File: src/rtl/gpsdo_uart_tx.sv
// Buffered 8N1 UART transmitter for the GPSDO host/debug link, timed from CLK_SYS.
// Define UART_PARITY_EN to insert an even-parity bit after D7 (8E1, 11-bit frame).
module gpsdo_uart_tx #(
  parameter int CLK_FREQ   = 10000000,
  parameter int BAUD       = 115200,
  parameter int FIFO_DEPTH = 4
) (
  input  logic       CLK_SYS,
  input  logic       CLK_RST,
  input  logic       Uart_En,
  input  logic [7:0] Uart_Data,
  output logic       Uart_Busy,
  output logic       Uart_Tx,
  output logic       Tx_Active,
  output logic [7:0] Ovf_Cnt
);

  localparam int BAUD_DIV = (CLK_FREQ + BAUD / 2) / BAUD;
  localparam int CW       = (BAUD_DIV > 1) ? $clog2(BAUD_DIV) : 1;
  localparam int PW       = $clog2(FIFO_DEPTH);
  localparam int NW       = PW + 1;

`ifdef UART_PARITY_EN
  typedef enum logic [2:0] {IDLE, START, DATA, PARITY, STOP} state_t;
`else
  typedef enum logic [1:0] {IDLE, START, DATA, STOP} state_t;
`endif

  state_t        state;
  logic [CW-1:0] baud_cnt;
  logic [2:0]    bit_idx;
  logic [7:0]    shift_reg;
  logic          bit_end;

  logic          en_d;
  logic [7:0]    fifo_mem [FIFO_DEPTH];
  logic [PW-1:0] wr_ptr;
  logic [PW-1:0] rd_ptr;
  logic [NW-1:0] count;
  logic [NW-1:0] count_next;
  logic          wr;
  logic          pop;
  logic          push;
  logic          fifo_full;

  assign wr        = Uart_En & ~en_d;
  assign fifo_full = (count == NW'(FIFO_DEPTH));
  assign pop       = (state == IDLE) && (count != '0);
  // A full FIFO still accepts a write when the same edge pops a byte.
  assign push      = wr && (!fifo_full || pop);
  assign bit_end   = (baud_cnt == CW'(BAUD_DIV - 1));

  always_comb begin
    count_next = count;
    if (push && !pop)
      count_next = count + 1'b1;
    else if (pop && !push)
      count_next = count - 1'b1;
  end

  always_ff @(posedge CLK_SYS) begin
    if (push)
      fifo_mem[wr_ptr] <= Uart_Data;
  end

  always_ff @(posedge CLK_SYS or negedge CLK_RST) begin
    if (!CLK_RST) begin
      en_d      <= 1'b0;
      wr_ptr    <= '0;
      rd_ptr    <= '0;
      count     <= '0;
      Uart_Busy <= 1'b0;
      Ovf_Cnt   <= 8'd0;
    end else begin
      en_d      <= Uart_En;
      count     <= count_next;
      Uart_Busy <= (count_next == NW'(FIFO_DEPTH));
      if (push)
        wr_ptr <= wr_ptr + 1'b1;
      if (pop)
        rd_ptr <= rd_ptr + 1'b1;
      if (wr && !push && (Ovf_Cnt != 8'hFF))
        Ovf_Cnt <= Ovf_Cnt + 8'd1;
    end
  end

  // Line outputs are registered from the state, so the line trails the FSM by one clock.
  always_ff @(posedge CLK_SYS or negedge CLK_RST) begin
    if (!CLK_RST) begin
      state     <= IDLE;
      baud_cnt  <= '0;
      bit_idx   <= 3'd0;
      shift_reg <= 8'd0;
      Uart_Tx   <= 1'b1;
      Tx_Active <= 1'b0;
    end else begin
      if (state != IDLE)
        baud_cnt <= bit_end ? '0 : baud_cnt + 1'b1;

      case (state)
        IDLE: begin
          if (pop) begin
            shift_reg <= fifo_mem[rd_ptr];
            baud_cnt  <= '0;
            state     <= START;
          end
        end
        START: begin
          if (bit_end) begin
            bit_idx <= 3'd0;
            state   <= DATA;
          end
        end
        DATA: begin
          if (bit_end) begin
            if (bit_idx == 3'd7) begin
`ifdef UART_PARITY_EN
              state <= PARITY;
`else
              state <= STOP;
`endif
            end else begin
              bit_idx <= bit_idx + 3'd1;
            end
          end
        end
`ifdef UART_PARITY_EN
        PARITY: begin
          if (bit_end)
            state <= STOP;
        end
`endif
        STOP: begin
          if (bit_end)
            state <= IDLE;
        end
        default: state <= IDLE;
      endcase

      case (state)
        START:   Uart_Tx <= 1'b0;
        DATA:    Uart_Tx <= shift_reg[bit_idx];
`ifdef UART_PARITY_EN
        PARITY:  Uart_Tx <= ^shift_reg;
`endif
        default: Uart_Tx <= 1'b1;
      endcase
      Tx_Active <= (state != IDLE);
    end
  end

endmodule

File: config.mk
export PLATFORM = sky130hd
export DESIGN_NAME = gpsdo_uart_tx
export DESIGN_NICKNAME = d
export VERILOG_FILES = /design/src/rtl/gpsdo_uart_tx.sv
export SDC_FILE = /design/constraint.sdc
export NUM_CORES = 1
export LEC_CHECK = 0
export BUFFER_PORTS_ARGS = -buffer_cell sky130_fd_sc_hd__buf_2
export CAP_MARGIN = 30
export CELL_PAD_IN_SITES_DETAIL_PLACEMENT = 0
export CELL_PAD_IN_SITES_GLOBAL_PLACEMENT = 1
export CORE_MARGIN = 2
export CORE_UTILIZATION = 51
export CTS_BUF_LIST = sky130_fd_sc_hd__clkbuf_4
export CTS_CLUSTER_SIZE = 30
export DETAILED_ROUTE_END_ITERATION = 7
export GPL_ROUTABILITY_DRIVEN = 0
export PLACE_DENSITY_LB_ADDON = 0.1
export SYNTH_ARGS = -nofsm -noshare
export SYNTH_HDL_FRONTEND = slang
export SYNTH_SLANG_ARGS = --single-unit
File: constraint.sdc
create_clock -name CLK_SYS -period 2.2 [get_ports CLK_SYS]
set_clock_uncertainty 0.05 [all_clocks]
set_input_delay 0.22 -clock CLK_SYS [delete_from_list [all_inputs] [get_ports CLK_SYS]]
set_output_delay 0.22 -clock CLK_SYS [all_outputs]
set_load 0.01 [all_outputs]
==> run summary <==
Syn Nets - 252
FF/Latch Area - 1938 sq um
share of layout cells above drive strength 1 - 25.37%
synth cell count leaders - 38 x dfrtp_1, 32 x edfxtp_1, 17 x ha_1
core area - 6241 sq um
metal2 WL - 2412 um
CTS Buf Count - 9
max reg flops - 32
Root Buffer - clkbuf_4
Static Leak - 0.001535 uW
M1 WL - 2614 um
Final ANT Viol Nets - 0
Post-Syn Instances - 224
IO Port Bufs - 21
vias in the first global route - 1894
Max VDD drop - 633.3 uV
fmax - 493.1 MHz
number of synthesized register bits - 71
CTS tree - yes
routed via count - 1873
status - complete, no violations
cells along the critical path - inv_1 -> ha_1 -> and3b_2 -> nor2_1 -> and2_1
fin crit share - 92.18%
most frequent cell after synthesis - dfrtp_1
RSZ-0062 raised after global routing - no
chip width - 83.61 um
Worst EP required - 2.23 ns
area of the multi-input gates - 1236 sq um
DP Cell Count - 323
top layer used by detailed routing - met4
PwrDens - 1122 nW/um^2
Ports - 22
Antenna Cells - 0
met3 wire length - 188 um
area of the die - 6990 sq um
final cell count without fillers - 349
distinct cell type count after synthesis - 46
largest net degree at the start of global routing - 23
Mean Syn Cell Area - 14.43 sq um
GRT Overall Usage - 17.01%
CP bufs+invs - 1
routed vias/inst - 5.367
crit start category - flip-flop
Worst-path clk slew - 0.13 ns
H-Tree Depth - 3
post-synth top area cell - edfxtp_1
area grow syn2layout - 13.94%
Post-Route WL - 5324 um
initial core utilization - 51.78%
Slew Limit Fails - 0
Max Fanout on Critical Path - 8
critical path arrival - 2.06 ns
relative slew slack - 65.08%
DR iter-0 viols - 74
initial antenna violation count - 0
CP endpoint kind - flip-flop
delay-heaviest family, CP - simple AND/OR/NAND/NOR gates
critical path's slowest cell - dfrtp_1
Final setup viols - 0
Final min period - 2.028 ns
Final Hold Vio Count - 0
Die H - 83.61 um
synth top area cells - edfxtp_1 30%, dfrtp_1 29%, mux4_2 7.0%, ha_1 6.6%, mux2_2 3.1%
Worst-Margin Slew - 0.5237 ns
ys flop type - dfrtp_1
YS warnings - 0
setup TNS - 0 ns
Clk Latency, worst-skew pair - 0.41 ns
worst setup path class - reg -> reg
first-pass GRT wire length - 9183 um
Final HPWL DP - 3676 um
routed len/inst - 15.26 um
Max clock buf depth - 2
first-pass detailed-route iteration total - 4
EDFF count, synth - 32
# DRC - 0
max-cap violations - 0
Seq/Total Area, Yosys - 59.97%
total grt overflow - 0
Num Clock Sinks - 71
FP Rows - 29
layout filler cell count - 524
worst min path class - in -> async
postcts setup bufs - 0
top cell type's share of synthesized area - 29.73%
CP peak stage delay - 0.44 ns
cell area after synthesis - 3232 sq um
Final #Nets - 295
Synth async-reset ratio - 54.93%
## final timing paths
kind	start	endpoint	slack (ns)	depth (start not counted)
min in group CLK_SYS	Ovf_Cnt[7]$_DFFE_PN0P_	Ovf_Cnt[7]$_DFFE_PN0P_	0.45	1
worst min-delay path	CLK_RST	baud_cnt[0]$_DFF_PN0_	0.20	2
worst max register to register	state[0]$_DFFE_PN0P_	fifo_mem[3][3]$_DFFE_PP_	0.17	5
worst max-delay path	state[0]$_DFFE_PN0P_	fifo_mem[3][3]$_DFFE_PP_	0.17	5
worst min register to register	Ovf_Cnt[7]$_DFFE_PN0P_	Ovf_Cnt[7]$_DFFE_PN0P_	0.45	1
max in group asynchronous	CLK_RST	Uart_Tx$_DFF_PN1_	1.21	3
## report_power, final
group / internal [uW] / switching (uW) / total (uW)
clock: 257 / 532 / 789
sequential: 1710 / 269 / 1980
combinational: 737 / 629 / 1370
total: 2700 / 1430 / 4130
## layout by cell type, fill, tap and decap left out, types with 3 or more instances in the layout
master,n
buf_2,21
nand2_1,12
buf_4,6
xnor2_1,11
o21ai_0,5
inv_1,8
ha_1,17
dfrtp_1,38
nor2b_1,4
xor2_1,5
and2_1,5
nor2_1,14
and3_1,3
nand3_1,7
mux4_2,10
nand4_1,5
dlygate4sd3_1,10
mux2_2,9
edfxtp_1,32
a22o_1,4
clkbuf_4,9
## routing by layer
layer	global-route usage [%]	up-vias
li1	-	913
met1	24.44	918
met2	25.16	34
met3	3.066	8
met4	8.358	0
met5	0	-
## area by class of cell
class | instances | area share, %
Inverter | 8 | 0.8155
Sequential cell | 71 | 52.63
Clock buffer | 9 | 1.835
Multi-Input combinational cell | 140 | 33.57
Tap cell | 77 | 2.616
Clock inverter | 7 | 1.733
Timing Repair Buffer | 37 | 6.796
## metrics by stage
stage | util [%] | hold WS (ns) | cell area, sq um | setup WS [ns] | total power (uW)
after CTS | 58.98 | 0.1906 | 3681 | 0.1356 | 4180
after floorplan | - | -0.1256 | 3232 | 0.2993 | 3001
final | 59.00 | 0.2015 | 3682 | 0.1721 | 4131
after global routing | 59.00 | 0.2213 | 3682 | 0.002743 | 4452
after detailed placement | 55.27 | 0.1237 | 3450 | 0.1751 | 3374
after global placement | 55.27 | 0.1287 | 3450 | 0.1832 | 3360
## logic make-up (layout without fill, tap and decap cells)
kind of cell,count (synthesis),after routing,share of synthesized area [%]
buf+inv,13,61,1.819
fa+ha+maj,17,17,6.581
flops,71,71,59.97
compound gates,21,21,5.188
simple gates,64,64,11.03
mux,22,22,11.07
xor+xnor,16,16,4.336
## repair_timing
item                                    4_1_cts  5_1_grt
gates resized for setup                       0        1
endpoints found under the hold margin        50        0
hold buffers                                 10        0
endpoints found under the setup margin        0        4
Power figures use the tool's default switching activity.
